File: src/rtl/rgmii_tx_framer.sv
// rgmii_tx_framer: MAC-side RGMII transmit framer (preamble/SFD, pad, CRC-32 FCS, IFG)
// Ports: mac_clk/mac_rst_n clock and async active-low reset; mac_* byte stream in
// with mac_ready handshake; tx_rgmii_d1/d2 rising/falling nibbles and ctl1/ctl2
// (TX_EN, TX_EN^TX_ER) for external ODDRs; tx_busy while framing; tx_underrun pulse.
module rgmii_tx_framer #(
  parameter int DATA_WIDTH   = 8,
  parameter int PREAMBLE_LEN = 7,
  parameter int MIN_FRAME    = 60,
  parameter int APPEND_FCS   = 1,
  parameter int IFG_BYTES    = 12
) (
  input  logic                  mac_clk,
  input  logic                  mac_rst_n,
  input  logic                  mac_startofpacket,
  input  logic                  mac_endofpacket,
  input  logic                  mac_valid,
  input  logic [DATA_WIDTH-1:0] mac_data,
  input  logic                  mac_error,
  output logic                  mac_ready,
  output logic [3:0]            tx_rgmii_d1,
  output logic [3:0]            tx_rgmii_d2,
  output logic                  tx_rgmii_ctl1,
  output logic                  tx_rgmii_ctl2,
  output logic                  tx_busy,
  output logic                  tx_underrun
);
  typedef enum logic [2:0] {S_IDLE, S_PREAMBLE, S_DATA, S_PAD, S_FCS, S_IFG, S_DROP} state_t;
  localparam logic [7:0]  PRE_LAST = 8'(PREAMBLE_LEN - 1);
  localparam logic [7:0]  IFG_LAST = 8'(IFG_BYTES - 1);
  localparam logic [15:0] MIN_LEN  = 16'(MIN_FRAME);
  localparam state_t      S_POST   = (APPEND_FCS != 0) ? S_FCS : S_IFG;
  state_t      r_state, w_next;
  logic [7:0]  r_cnt, w_cnt;
  logic [15:0] r_len, w_len, w_len_inc;
  logic [31:0] r_crc, w_crc, w_fcs;
  logic [7:0]  r_byte, w_byte;
  logic        r_en, w_en, r_er, w_er, r_ur, w_ur, w_ready;
  function automatic logic [31:0] crc8(input logic [31:0] c, input logic [7:0] d);
    logic [31:0] x;
    x = c;
    for (int i = 0; i < 8; i++) x = (x >> 1) ^ ((x[0] ^ d[i]) ? 32'hEDB88320 : 32'h0);
    return x;
  endfunction
  assign w_len_inc = (r_len == 16'hFFFF) ? r_len : r_len + 16'd1;
  assign w_fcs     = ~r_crc;
  // Output registers are loaded with the byte for the next cycle, so the state
  // leads the wire by one cycle: SFD is on the wire while S_DATA accepts byte 0.
  always_comb begin
    w_next  = r_state;
    w_len   = r_len;
    w_crc   = r_crc;
    w_byte  = 8'h00;
    w_en    = 1'b0;
    w_er    = 1'b0;
    w_ur    = 1'b0;
    w_ready = 1'b0;
    case (r_state)
      S_IDLE: begin
        w_ready = mac_valid && !mac_startofpacket;
        w_en    = mac_valid && mac_startofpacket;
        w_byte  = w_en ? 8'h55 : 8'h00;
        w_next  = w_en ? S_PREAMBLE : S_IDLE;
      end
      S_PREAMBLE: begin
        w_en   = 1'b1;
        w_byte = (r_cnt == PRE_LAST) ? 8'hD5 : 8'h55;
        w_next = (r_cnt == PRE_LAST) ? S_DATA : S_PREAMBLE;
      end
      S_DATA: begin
        w_ready = 1'b1;
        w_en    = 1'b1;
        w_er    = mac_valid ? mac_error : 1'b1;
        w_ur    = !mac_valid;
        w_byte  = mac_valid ? mac_data[7:0] : 8'h00;
        w_crc   = mac_valid ? crc8(r_crc, mac_data[7:0]) : r_crc;
        w_len   = mac_valid ? w_len_inc : r_len;
        w_next  = !mac_valid ? S_DROP :
                  !mac_endofpacket ? S_DATA :
                  (w_len_inc < MIN_LEN) ? S_PAD : S_POST;
      end
      S_PAD: begin
        w_en   = 1'b1;
        w_crc  = crc8(r_crc, 8'h00);
        w_len  = w_len_inc;
        w_next = (w_len_inc >= MIN_LEN) ? S_POST : S_PAD;
      end
      S_FCS: begin
        w_en   = 1'b1;
        w_byte = w_fcs[{r_cnt[1:0], 3'b000} +: 8];
        w_next = (r_cnt == 8'd3) ? S_IFG : S_FCS;
      end
      S_IFG: begin
        w_next = (r_cnt == IFG_LAST) ? S_IDLE : S_IFG;
        w_crc  = (r_cnt == IFG_LAST) ? 32'hFFFFFFFF : r_crc;
        w_len  = (r_cnt == IFG_LAST) ? 16'd0 : r_len;
      end
      S_DROP: begin
        w_ready = 1'b1;
        w_next  = (mac_valid && mac_endofpacket) ? S_IFG : S_DROP;
      end
      default: w_next = S_IDLE;
    endcase
    w_cnt = (w_next == r_state) ? r_cnt + 8'd1 : 8'd0;
  end
  always_ff @(posedge mac_clk or negedge mac_rst_n) begin
    if (!mac_rst_n) begin
      r_state <= S_IDLE;
      r_cnt   <= 8'd0;
      r_len   <= 16'd0;
      r_crc   <= 32'hFFFFFFFF;
      r_byte  <= 8'h00;
      r_en    <= 1'b0;
      r_er    <= 1'b0;
      r_ur    <= 1'b0;
    end else begin
      r_state <= w_next;
      r_cnt   <= w_cnt;
      r_len   <= w_len;
      r_crc   <= w_crc;
      r_byte  <= w_byte;
      r_en    <= w_en;
      r_er    <= w_er;
      r_ur    <= w_ur;
    end
  end
  // Ready is combinational; gate it so every output is low while reset is held.
  assign mac_ready     = mac_rst_n && w_ready;
  assign tx_rgmii_d1   = r_byte[3:0];
  assign tx_rgmii_d2   = r_byte[7:4];
  assign tx_rgmii_ctl1 = r_en;
  assign tx_rgmii_ctl2 = r_en ^ r_er;
  assign tx_busy       = r_state != S_IDLE;
  assign tx_underrun   = r_ur;
endmodule
File: config.mk
export PLATFORM = sky130hd
export DESIGN_NAME = rgmii_tx_framer
export DESIGN_NICKNAME = d
export VERILOG_FILES = /design/src/rtl/rgmii_tx_framer.sv
export SDC_FILE = /design/constraint.sdc
export NUM_CORES = 1
export LEC_CHECK = 0
export CORE_ASPECT_RATIO = 0.7
export CORE_MARGIN = 8
export CORE_UTILIZATION = 60
export CTS_BUF_LIST = sky130_fd_sc_hd__clkbuf_16
export DETAILED_ROUTE_END_ITERATION = 7
export HOLD_SLACK_MARGIN = 0.08
export PLACE_DENSITY = 0.78
export SETUP_SLACK_MARGIN = 0.4
export SLEW_MARGIN = 30
export SYNTH_ARGS = -nofsm -noshare
export SYNTH_HDL_FRONTEND = slang
export SYNTH_SLANG_ARGS = --single-unit
File: constraint.sdc
create_clock -name mac_clk -period 4.85 [get_ports mac_clk]
set_clock_uncertainty 0.05 [all_clocks]
set_input_delay 0.485 -clock mac_clk [delete_from_list [all_inputs] [get_ports mac_clk]]
set_output_delay 0.485 -clock mac_clk [all_outputs]
set_load 0.02 [all_outputs]
After elaboration in Yosys (flattened, before gate mapping)
Cells that the tools add are included.
{"block": "word_totals", "reg_bits": 70, "output_inout_bits": 13}
{"block": "classes", "n_addsub": 2, "order_cmp": 2, "eq_ne": 13, "shifts": 1, "muxes": 43, "bitwise_logic": 26, "n_reduce_logical": 12}
{"operator": "$mux 32", "n": 18}
{"operator": "$xor 31x32->32", "n": 16}
{"operator": "$pmux 32 s3", "n": 1}
{"operator": "$mux 16", "n": 3}
{"operator": "$pmux 16 s3", "n": 1}
{"operator": "$not 32->32", "n": 1}
{"operator": "$pmux 8 s4", "n": 1}
{"operator": "$shiftx 32x6->8", "n": 1}
{"operator": "$mux 8", "n": 3}
{"operator": "$pmux 3 s7", "n": 1}
{"operator": "$add 16x1->16 const B", "n": 1}
{"operator": "$eq 16x16->1 const B", "n": 1}
{"operator": "$ge 16x6->1 const B", "n": 1}
{"operator": "$lt 16x6->1 const B", "n": 1}
{"operator": "$mux 3", "n": 5}
{"operator": "$eq 3x3->1 const B", "n": 3}
{"operator": "$xor 1x1->1", "n": 9}
{"operator": "$add 8x1->8 const B", "n": 1}
{"operator": "$eq 8x2->1 const B", "n": 1}
{"operator": "$eq 8x3->1 const B", "n": 1}
{"operator": "$eq 8x4->1 const B", "n": 1}
{"operator": "$mux 7", "n": 1}
{"operator": "$eq 3x2->1 const B", "n": 2}
{"operator": "$reduce_bool 3->1", "n": 2}
{"operator": "12 further kinds", "n": 23}

Longest topological paths before layout
{"block": "depth", "ltp_word": 26, "ltp_mapped": 10, "ltp_nobuf": 9}

Worst setup path before layout
No wires, ideal clock.
{"block": "synth_timing", "path_type": "reg-to-reg", "from": "register r_crc[7]", "to": "register r_crc[23]", "setup_ns": 0.081, "arrival_time_ns": 2.287, "t_required_ns": 4.719, "slack_ns": 2.432, "stages_incl_launch_ff": 10, "path_buffers": 1, "period_less_slack_ns": 2.418, "cell_sequence": "dfstp_2 > buf_4 > xor2_4 > xnor2_2 > xnor3_2 > xnor2_1 > nand3b_1 > nand3_1 > nor2_1 > a211oi_2"}
{"block": "synth_via", "elab_chain_len": 12, "elab_cells_between_ends": 21}
{"element": "from (decl)", "line": "35", "text": "logic [31:0] r_crc, w_crc, w_fcs;"}
{"element": "from (signal assigned)", "line": "119", "text": "r_crc <= w_crc;"}
{"element": "$xor 31x32->32 (7 in a row)", "line": "41", "text": "for (int i = 0; i < 8; i++) x = (x >> 1) ^ ((x[0] ^ d[i]) ? 32'hEDB88320 : 32'h0);"}
{"element": "$xor 1x1->1", "line": "41"}
{"element": "$mux 32", "line": "41"}
{"element": "$xor 31x32->32", "line": "41"}
{"element": "$mux 32", "line": "75", "text": "w_crc = mac_valid ? crc8(r_crc, mac_data[7:0]) : r_crc;"}
{"element": "$pmux 32 s3 (*)", "line": "57", "text": "case (r_state)"}
Mark *: on every way between the ends. The rest lies on a longest branch, timed or not. The select of a mux whose other input is x is not followed.
A chain may end at the register's enable or synchronous reset.

Worst setup path in the final report
{"block": "layout_timing", "from": "register r_state[2]", "to": "register r_len[0]"}
{"block": "layout_via", "elab_chain_len": 3, "elab_cells_between_ends": 8}
{"element": "from (decl)", "line": "32", "text": "state_t r_state, w_next;"}
{"element": "from (signal assigned)", "line": "116", "text": "r_state <= w_next;"}
{"element": "$eq 3x3->1 or $eq 3x2->1 (tied branches)", "line": "57"}
{"element": "$ne 2x2->1 (no source line) or $reduce_bool 3->1 (tied branches)"}
{"element": "$reduce_and 3->1 (no source line)"}
{"element": "to (signal assigned)", "line": "118", "text": "r_len <= w_len;"}
{"element": "to (decl)", "line": "34", "text": "logic [15:0] r_len, w_len, w_len_inc;"}
Parallel ways exist; a longest one is shown, timed or not.

==> impl_metrics.ini <==
[cts]
cts_made_buffers = 9
post_cts_resized = 0
max-clock-path-buffers = 2
cts_max_level = 3
cts_root_buf = clkbuf_16
insertion_delay_ns = 0.34
cts_tree = yes
cts.hold.buffers_added = 0
clk_pin_slew_worst_paths_ns = 0.06
post_cts_buffers = 0
clock_sink_count = 70

[detailed_routing]
first_pass_iters = 5
via_count = 4395
detailedRoute.firstIterationViolations = 691
routed_wl_um = 14000
ant_nets = 0
avgViaCountPerCell = 6.33
detail_route.wl_per_cell_um = 20.1
drc = 0

[yosys]
synth_edf_count = 0
yosysUniqueCellTypes = 64
synth-seq-area-share_pct = 34.1
synth_area_per_cell_um2 = 9.42
synthesis.nets = 575
ys_async_sr_fraction_pct = 100
synth_compound_gate_area_share_pct = 16.5
synth_top_family_by_area = XOR/XNOR gates
synth-xor-area-share_pct = 24.4
post_synth_fa_ha_maj_area_fraction_pct = 0.714
flop_and_latch_count_out_of_synthesis = 70
yosysTopAreaCellShare_pct = 18.1
muxShareOfSynthArea_pct = 4.81
yosys.area.top_type = dfrtp_1
ys.flop_type = dfrtp_1
synth-simple-area-share_pct = 16.0
netlist_area_um2 = 5260
yosys.cell_count.top_type = xnor2_1
gate_count_of_the_mapped_netlist = 558
synth.area.top_cells = dfrtp_1 18%, dfstp_2 16%, xnor2_1 15%
synthTopCellsByCount = 93 x xnor2_1, 52 x nor2_1, 46 x nand2_1
yosys_warnings = 0

[finish]
sequential_cell_area_um2 = 1790
syn_to_final_growth_pct = 11.5
final_net_count = 586
antenna_cells_inserted = 0
postLayoutCoreUtil_pct = 69.1
fill_cells = 668
final_cell_count_no_fill = 694
multi_input_gate_area_um2 = 3290
post_route_cells_drive_above_1_share_pct = 16.2

[power_and_ir_drop]
power_frac_comb_pct = 58.7
pwr-share-seq_pct = 26.9
power.switching_fraction_pct = 44.6
fin_total_pwr_mw = 4.60
power.clock.fraction_pct = 14.4
ir_drop_mv = 0.413
power.net_switching_mw = 2.05
cellPowerDensity_nw_per_um2 = 785
p_leak_nw = 2.18
internal-power_mw = 2.55

[grt]
grt_use_total_pct = 23.8
grt_pass1_wl_um = 22100
grt_antenna_before_repair = 0
globalRoute.totalOverflow = 0
grt_start_max_net_pins = 71
vias_in_the_first_global_route = 3906

[sta]
finalSetupViolCount = 0
clock.fmax_mhz = 304
worst_pin_slew_ns = 0.923
rsz0062_at_grt = false
slew_headroom_pct = 38.0
timing.setup.tns_ns = 0
drv_slew = 0
min_period_ns = 3.29
post-route-period-util_pct = 67.9
fin_worst_hold_slack_ns = 0.292
finalHoldViolCount = 0

[worst_setup_path]
critPathCaptureType = register
criticalPathCategory = reg2reg
startpoint_type = register
critPathMaxFanout = 35
arrival_ns = 3.46
critical_path_required_ns = 5.02

[floorplan]
placement_rows = 28
design.portCount = 27
start_util_pct = 62.0
die-height_um = 94.3
die_width_um = 128
design.die.area_um2 = 12100
core_ar_um2 = 8480

[placement]
io_buffers = 26
globalplace.congestion = 0.990
dp_cells = 678
total_half_perimeter_wirelength_after_legalization_and_detailed_placement_um = 9900

[hold_path]
min-delay-path-class = in2async

[run]
drv.max_cap_violation_count = 0

[run_status]
outcome = finished clean
worst max-delay path, stage by stage, from the launching register on:
cell	delay [ns]
dfrtp_1	0.53
nand2b_1	0.30
nor2_1	0.17
nand2_1	0.24
nand2_1	0.53
mux2_2	0.77
o21ai_0	0.25
mux2_2	0.32
power by group through the flow:
stage                     clock, mW  sequential (mW)  combinational, mW
after floorplan                   0             1.04               2.23
after global placement            0             1.22               2.59
after detailed placement          0             1.23               2.63
after CTS                     0.673             1.22               2.65
after global routing          0.695             1.27               2.87
final                         0.662             1.24               2.70
logic make-up after synthesis:
logic type               after synthesis
buffers and inverters                 39
XOR/XNOR                             134
AND/OR/NAND/NOR                      163
AO/OA/AOI/OAI                        134
multiplexers                          15
adder cells (fa/ha/maj)                3
flip-flops                            70
metal layers:
layer,GRT usage [%],up-vias,part of all wire (%)
met5,0,-,0
met4,4.63,0,1.0
met3,8.05,16,13
met2,31.6,245,40
met1,36.0,2134,46
li1,-,2000,-
placed cells by master, fill, tap and decap left out, types with 4 or more instances in the layout:
master,Yosys,layout
dfrtp_1,38,38
clkdlybuf4s50_1,0,25
xnor2_1,93,93
nand2b_1,4,4
xnor2_2,5,5
dfstp_2,32,32
a221oi_1,5,5
o211ai_1,4,4
inv_1,8,9
nor3_1,9,8
o221a_2,4,4
o221ai_1,5,5
mux4_2,8,8
o22ai_1,9,9
a221o_1,4,4
a31oi_1,8,8
nor2_1,52,50
nand4_1,4,4
and3_1,7,7
nand3_1,13,13
xor2_1,32,32
a21oi_1,38,38
buf_4,4,4
nand2_1,46,46
clkbuf_16,0,9
and4b_1,4,4
o21ai_0,40,40
mux2i_1,5,4
area by class of cell:
| class | count | area share, % |
|---|---|---|
| multi-input combinational | 449 | 56.2 |
| clock buffer | 9 | 3.84 |
| sequential | 70 | 30.6 |
| tap | 120 | 2.56 |
| clock inverter | 7 | 1.26 |
| timing repair buffer | 31 | 5.06 |
| inverter | 8 | 0.512 |
flip-flops by register name, summed over array words and instances, names as in the netlist:
| register | cells |
|---|---|
| r_crc | 32 |
| r_len | 16 |
| r_byte | 8 |
| r_cnt | 8 |
| r_state | 3 |
| r_er | 1 |
| tx_rgmii_ctl1 | 1 |
| tx_underrun | 1 |
final timing paths:
path / depth (start not counted) / endpoint / slack (ns) / start
max reg2reg: 7 / r_len[0]$_DFFE_PN0P_ / 1.56 / r_state[2]$_DFF_PN0_
min: 2 / r_len[8]$_DFFE_PN0P_ / 0.29 / mac_rst_n
min in group mac_clk: 2 / r_crc[17]$_DFFE_PN1P_ / 0.46 / r_crc[17]$_DFFE_PN1P_
min reg2reg: 2 / r_crc[17]$_DFFE_PN1P_ / 0.46 / r_crc[17]$_DFFE_PN1P_
max in group asynchronous: 2 / r_byte[2]$_DFF_PN0_ / 4.02 / mac_rst_n
max: 7 / r_len[0]$_DFFE_PN0P_ / 1.56 / r_state[2]$_DFF_PN0_
per-stage QoR:
step | instance area, µm² | setup WS [ns]
after floorplan | 5260 | 2.43
after global placement | 5550 | 1.61
after detailed placement | 5560 | 1.48
after CTS | 5860 | 1.62
after global routing | 5860 | 1.26
final | 5860 | 1.56
(Power assumes the default switching activity.)
